## src/rtl/mem_arbiter.sv

```systemverilog
// Arbitrates one variable-latency memory port between IFU (read-only) and LSU (read/write), one transaction at a time.
// Latency: accept T, mem_req_valid T+1, resp_valid one cycle after mem response (min T+3); out-of-range addresses respond at T+1.
// Backpressure: requests wait in IDLE only; mem_req held stable until mem_req_ready; response held until owner's resp_ready.
module mem_arbiter #(
  parameter int unsigned       ADDR_W         = 64,
  parameter int unsigned       DATA_W         = 64,
  parameter logic [ADDR_W-1:0] MEM_BASE       = 'h8000_0000,
  parameter logic [ADDR_W-1:0] MEM_SIZE       = 'h10000,
  parameter int unsigned       MAX_LSU_STREAK = 4
) (
  input  logic                clk,
  input  logic                rst_n,
  input  logic                ifu_req_valid,
  output logic                ifu_req_ready,
  input  logic [ADDR_W-1:0]   ifu_req_addr,
  output logic                ifu_resp_valid,
  input  logic                ifu_resp_ready,
  output logic [DATA_W-1:0]   ifu_resp_data,
  output logic                ifu_resp_err,
  input  logic                lsu_req_valid,
  output logic                lsu_req_ready,
  input  logic [ADDR_W-1:0]   lsu_req_addr,
  input  logic                lsu_req_wen,
  input  logic [DATA_W-1:0]   lsu_req_wdata,
  input  logic [DATA_W/8-1:0] lsu_req_wstrb,
  output logic                lsu_resp_valid,
  input  logic                lsu_resp_ready,
  output logic [DATA_W-1:0]   lsu_resp_rdata,
  output logic                lsu_resp_err,
  output logic                mem_req_valid,
  input  logic                mem_req_ready,
  output logic [ADDR_W-1:0]   mem_req_addr,
  output logic                mem_req_wen,
  output logic [DATA_W-1:0]   mem_req_wdata,
  output logic [DATA_W/8-1:0] mem_req_wstrb,
  input  logic                mem_resp_valid,
  output logic                mem_resp_ready,
  input  logic [DATA_W-1:0]   mem_resp_rdata,
  output logic                busy,
  output logic                owner
);

  localparam int unsigned STRB_W = DATA_W / 8;
  localparam int unsigned SW     = (MAX_LSU_STREAK < 1) ? 1 : $clog2(MAX_LSU_STREAK + 1);
  localparam logic [SW-1:0] STREAK_MAX = SW'(MAX_LSU_STREAK);

  typedef enum logic [1:0] {S_IDLE, S_ISSUE, S_WAIT, S_RETURN} state_t;

  state_t              state_q, state_d;
  logic                owner_q, owner_d;
  logic [ADDR_W-1:0]   addr_q, addr_d;
  logic                wen_q, wen_d;
  logic [DATA_W-1:0]   wdata_q, wdata_d;
  logic [STRB_W-1:0]   wstrb_q, wstrb_d;
  logic [DATA_W-1:0]   rdata_q, rdata_d;
  logic                err_q, err_d;
  logic [SW-1:0]       streak_q, streak_d;

  // LSU wins ties unless it has already starved a waiting IFU for the full streak
  logic              sel_lsu, sel_ifu, addr_legal;
  logic [ADDR_W-1:0] sel_addr;
  assign sel_lsu    = lsu_req_valid && (!ifu_req_valid || (streak_q != STREAK_MAX));
  assign sel_ifu    = ifu_req_valid && !sel_lsu;
  assign sel_addr   = sel_lsu ? lsu_req_addr : ifu_req_addr;
  assign addr_legal = (sel_addr >= MEM_BASE) && ((sel_addr - MEM_BASE) < MEM_SIZE);

  // Next-state and handshake logic for the single-transaction FSM
  always_comb begin
    state_d        = state_q;
    owner_d        = owner_q;
    addr_d         = addr_q;
    wen_d          = wen_q;
    wdata_d        = wdata_q;
    wstrb_d        = wstrb_q;
    rdata_d        = rdata_q;
    err_d          = err_q;
    streak_d       = streak_q;
    ifu_req_ready  = 1'b0;
    lsu_req_ready  = 1'b0;
    mem_resp_ready = 1'b0;
    case (state_q)
      S_IDLE: begin
        if (sel_lsu || sel_ifu) begin
          ifu_req_ready = sel_ifu;
          lsu_req_ready = sel_lsu;
          owner_d       = sel_lsu;
          addr_d        = sel_addr;
          wen_d         = sel_lsu && lsu_req_wen;
          wdata_d       = sel_lsu ? lsu_req_wdata : '0;
          wstrb_d       = sel_lsu ? lsu_req_wstrb : '0;
          rdata_d       = '0;
          if (sel_lsu && ifu_req_valid) begin
            streak_d = (streak_q == STREAK_MAX) ? streak_q : streak_q + SW'(1);
          end else begin
            streak_d = '0;
          end
          if (addr_legal) begin
            err_d   = 1'b0;
            state_d = S_ISSUE;
          end else begin
            err_d   = 1'b1;
            state_d = S_RETURN;
          end
        end
      end
      S_ISSUE: begin
        if (mem_req_ready) state_d = S_WAIT;
      end
      S_WAIT: begin
        mem_resp_ready = 1'b1;
        if (mem_resp_valid) begin
          rdata_d = wen_q ? '0 : mem_resp_rdata;
          state_d = S_RETURN;
        end
      end
      S_RETURN: begin
        if (owner_q ? lsu_resp_ready : ifu_resp_ready) state_d = S_IDLE;
      end
      default: state_d = S_IDLE;
    endcase
  end

  // State and latched transaction fields; reset aborts any transaction in flight
  always_ff @(posedge clk or negedge rst_n) begin
    if (!rst_n) begin
      state_q  <= S_IDLE;
      owner_q  <= 1'b0;
      addr_q   <= '0;
      wen_q    <= 1'b0;
      wdata_q  <= '0;
      wstrb_q  <= '0;
      rdata_q  <= '0;
      err_q    <= 1'b0;
      streak_q <= '0;
    end else begin
      state_q  <= state_d;
      owner_q  <= owner_d;
      addr_q   <= addr_d;
      wen_q    <= wen_d;
      wdata_q  <= wdata_d;
      wstrb_q  <= wstrb_d;
      rdata_q  <= rdata_d;
      err_q    <= err_d;
      streak_q <= streak_d;
    end
  end

  // Everything except req_ready comes from registers, so no mem_* input reaches a requester output
  assign mem_req_valid  = (state_q == S_ISSUE);
  assign mem_req_addr   = addr_q;
  assign mem_req_wen    = wen_q;
  assign mem_req_wdata  = wdata_q;
  assign mem_req_wstrb  = wstrb_q;
  assign ifu_resp_valid = (state_q == S_RETURN) && !owner_q;
  assign lsu_resp_valid = (state_q == S_RETURN) && owner_q;
  assign ifu_resp_data  = ifu_resp_valid ? rdata_q : '0;
  assign ifu_resp_err   = ifu_resp_valid && err_q;
  assign lsu_resp_rdata = lsu_resp_valid ? rdata_q : '0;
  assign lsu_resp_err   = lsu_resp_valid && err_q;
  assign busy           = (state_q != S_IDLE);
  assign owner          = owner_q;

endmodule

```

## config.mk

```make
export PLATFORM = sky130hd
export DESIGN_NAME = mem_arbiter
export DESIGN_NICKNAME = d
export VERILOG_FILES = /design/src/rtl/mem_arbiter.sv
export SDC_FILE = /design/constraint.sdc
export NUM_CORES = 1
export LEC_CHECK = 0
export ABC_CLOCK_PERIOD_IN_PS = 4300
export BUFFER_PORTS_ARGS = -buffer_cell sky130_fd_sc_hd__clkbuf_2
export CAP_MARGIN = 0
export CORE_ASPECT_RATIO = 1.2
export CORE_UTILIZATION = 23
export DETAILED_ROUTE_END_ITERATION = 8
export PLACE_DENSITY_LB_ADDON = 0.08
export SETUP_SLACK_MARGIN = 0.02
export SYNTH_ARGS = -nofsm -noshare
export SYNTH_HDL_FRONTEND = slang
export SYNTH_SLANG_ARGS = --single-unit
```

## constraint.sdc

```tcl
create_clock -name clk -period 4.3 [get_ports clk]
set_input_delay 0.86 -clock clk [delete_from_list [all_inputs] [get_ports clk]]
set_output_delay 0.86 -clock clk [all_outputs]
set_load 0.01 [all_outputs]
```

==> reports/summary.md <==
- Post-layout nets: 1870
- required arrival time at the worst endpoint: 4.66 ns
- clock tree root driver cell: sky130_fd_sc_hd__clkbuf_16
- core area: 44100 um2
- initial standard-cell utilization of the core: 0.235
- maximum fanout encountered on the critical timing path: 4
- pin slew with the least headroom to its limit: 0.925 ns
- start-to-end type of the worst setup path: flip-flop to flip-flop
- sequential share of power: 0.355
- die boundary height: 235 um
- peak clock frequency supported by timing: 266 MHz
- source-to-sink clock delay at the later pin of the worst-skew pair: 0.54 ns
- share of the clock period used by the worst path: 0.874
- clock sink count: 208
- internal power: 5430 uW
- routed vias: 9938
- die area: 46000 um2
- syn avg cell area: 9.59 um2
- origin of the critical flop-to-flop path: streak_q[0]
- xor-xnor portion of the synthesized cell area: 0.00927
- number of gates resized after cts: 0
- Simple-Gate Fraction of Synth Area: 0.218
- Detailed Routing Iterations Pass 1: 4
- Setup crit end kind: flip-flop
- clk slew on worst S/H paths: 0.06 ns
- Slew Limit Headroom: 0.383
- cell count after synthesis: 1083
- final setup fails: 0
- Critical Path Source Type: flip-flop
- switching share of power: 0.401
- power density over cell area: 623 nW/um2
- Compound-Gate Fraction of Synth Area: 0.160
- GPL Wtd Cong: 0.831
- Post-Route Setup TNS: 0 ns
- share of cells above drive strength 1: 0.389
- top_reg_cell synth: sky130_fd_sc_hd__dfrtp_1
- overall routed net length: 42700 um
- switching pwr: 3630 uW
- first-pass GRT wire length: 64600 um
- Hold Path Class: input pin to asynchronous set/reset pin
- TritonCTS clock tree: yes
- number of distinct library cells after synthesis: 62
- synthesized flop and latch total: 208
- worst setup slack for register-to-register paths: 0.54 ns
- Routed WL per cell: 19.7 um
- post-DR vias/cell: 4.58
- dominant combinational cell family by area after synthesis: simple AND/OR/NAND/NOR gates
- Antenna Nets Post-Route: 0
- count of flip-flops with a built-in enable after synthesis: 0
- capturing point of the worst reg2reg path: err_q
- maximum number of buffers from clock root to sink: 3
- input/output buffers: 547
- final max-slew violation count: 0
- worst path arrival time: 4.12 ns
- number of rows in the core area: 84
- Clk network pwr share: 0.241
- number of synthesis warnings: 0
- sequential element share of the synthesized area: 0.501
- setup repair after global routing missed its margin: false
- number of buffers added by the clock tree synthesis step: 25
- synthesized netlist net count: 1363
- number of global-route vias before repair: 10000
- Leak: 0.00772 uW
- cts hold-fix bufs: 0
- antenna violations before repair: 7
- IO Count: 548
- post-synthesis cell area: 10400 um2
- final critical delay including setup and external delays: 3.76 ns
- die outline width: 196 um
- area grow syn2layout: 40.0%
- result of the run: finished, final reports clean
- combined global-route utilization of all metal layers: 0.182
- Post-Synth Adder-Cell Area: 0.00843
- Async S/R FF share, synth: 1.00
- maximum number of pins on one net before global-route repair: 210
- Post-Route Skew: 0.0240 ns
- DRT iter0 DRCs: 436
- Combinational Power Share: 0.404
- post-route total power: 9060 uW
- grt ovf: 0
- commonest non-fill, non-tap cells in the layout: sky130_fd_sc_hd__clkbuf_2 (546), sky130_fd_sc_hd__dfrtp_1 (207), sky130_fd_sc_hd__nand2_1 (206), sky130_fd_sc_hd__o21ai_0 (134), sky130_fd_sc_hd__a22o_1 (71)
- mux share of post-synthesis cell area: 0.0639
- total setup buffers inserted after CTS: 0
- reg2reg path depth: 14
- Final Hold Fails: 0
- leading cell type in the layout, fill and taps excluded: sky130_fd_sc_hd__clkbuf_2
- DRC Markers: 0
- Post-DP HPWL: 32700 um
- count of max-cap constraint violations: 0
- Clock H-tree levels: 1
- worst-case vdd ir drop: 0.264 mV
-- critical path, cell delays in order (launching register included) --
cell and delay (ns):
sky130_fd_sc_hd__dfrtp_1 0.41, sky130_fd_sc_hd__inv_1 0.07, sky130_fd_sc_hd__ha_1 0.17, sky130_fd_sc_hd__nand3_1 0.16
sky130_fd_sc_hd__nand2_4 0.15, sky130_fd_sc_hd__mux2i_1 0.26, sky130_fd_sc_hd__ha_1 0.23, sky130_fd_sc_hd__or4b_1 0.51
sky130_fd_sc_hd__nor4_1 0.21, sky130_fd_sc_hd__o211ai_1 0.23, sky130_fd_sc_hd__or3_4 0.45, sky130_fd_sc_hd__nor3_2 0.18
sky130_fd_sc_hd__o21ai_1 0.10, sky130_fd_sc_hd__nor4_2 0.36, sky130_fd_sc_hd__a22oi_1 0.10
-- power by group through the flow --
stage,combinational (uW),clock (uW),sequential [uW]
6_report,3660,2180,3210
5_1_grt,4100,2350,3320
4_1_cts,3770,2280,3220
3_5_place_dp,3780,0,3230
3_3_place_gp,3750,0,3230
2_1_floorplan,1790,0,3450
-- kinds of logic after synthesis --
family / Yosys count
compound gates: 252
xor+xnor: 11
fa+ha+maj: 7
buf+inv: 94
flops: 208
mux: 66
simple gates: 445
-- registers in the layout (all words and copies together), names as in the netlist --
name and count:
rdata_q 64, err_q 1, streak_q 3, mem_req_wdata 64, state_q 2, mem_req_wstrb 8, mem_req_addr 64, owner 1
mem_req_wen 1
-- cells in the mapped netlist (all sizes together), types with 2 or more instances --
| library cell | n | share of area |
|---|---|---|
| dfrtp | 208 | 0.50 |
| nand2 | 207 | 0.075 |
| o21ai | 138 | 0.067 |
| clkbuf | 72 | 0.029 |
| a22o | 71 | 0.060 |
| and2 | 69 | 0.042 |
| and3 | 66 | 0.040 |
| mux2i | 63 | 0.061 |
| nor4 | 23 | 0.014 |
| nor2 | 17 | 0.0069 |
| nor3 | 16 | 0.0082 |
| buf | 12 | 0.0069 |
| or3 | 12 | 0.0077 |
| inv | 9 | 0.0033 |
| nand3 | 9 | 0.0043 |
| a21oi | 8 | 0.0039 |
| or4 | 8 | 0.0058 |
| xnor2 | 8 | 0.0067 |
| ha | 7 | 0.0084 |
| o31ai | 5 | 0.0036 |
| a211oi | 4 | 0.0029 |
| nand4 | 4 | 0.0030 |
| o41ai | 4 | 0.0034 |
| a31oi | 3 | 0.0018 |
| mux2 | 3 | 0.0033 |
| nor4b | 3 | 0.0025 |
| or4b | 3 | 0.0029 |
| xor2 | 3 | 0.0025 |
| a2111o | 2 | 0.0022 |
| a2111oi | 2 | 0.0029 |
| a21o | 2 | 0.0014 |
| and4 | 2 | 0.0017 |
| nor2b | 2 | 0.0012 |
| o211a | 2 | 0.0019 |
| o211ai | 2 | 0.0014 |
-- worst max path at each step --
stage	from	endpoint	slack, ns	depth (start not counted)
detailed placement	ifu_req_valid	err_q	0.10	13
finish	streak_q[0]	err_q	0.54	14
global placement	ifu_req_valid	err_q	0.23	13
CTS	streak_q[0]	err_q	0.52	14
global route	streak_q[0]	err_q	0.25	14
floorplan	ifu_req_valid	err_q	0.03	15
-- metrics by stage --
step	hold WS [ns]	setup WS (ns)	util	instance area, um2	std cells
global placement	0.462	0.226	0.310	13700	2122
floorplan	0.456	0.0273	-	10400	1083
detailed placement	0.469	0.102	0.310	13700	2122
CTS	0.308	0.520	0.329	14500	2167
finish	0.287	0.540	0.330	14500	2171
global route	0.331	0.248	0.330	14500	2171
-- layout make-up --
type,instances,area (um2)
fillers,4771,29600
diodes,4,10.0
clock inverters,7,95.1
multi-input cells,781,4830
repair buffers,564,2910
inverters,10,38.8
well taps,559,699
clock buffers,38,754
flip-flops and latches,208,5210
-- layer usage --
metal	vias to the layer above	GRT usage	wire, um
li1	4864	-	-
met1	4635	0.219	17400
met2	384	0.315	21100
met3	49	0.0494	3200
met4	6	0.0540	973
met5	-	0	42
(Power assumes the default switching activity.)
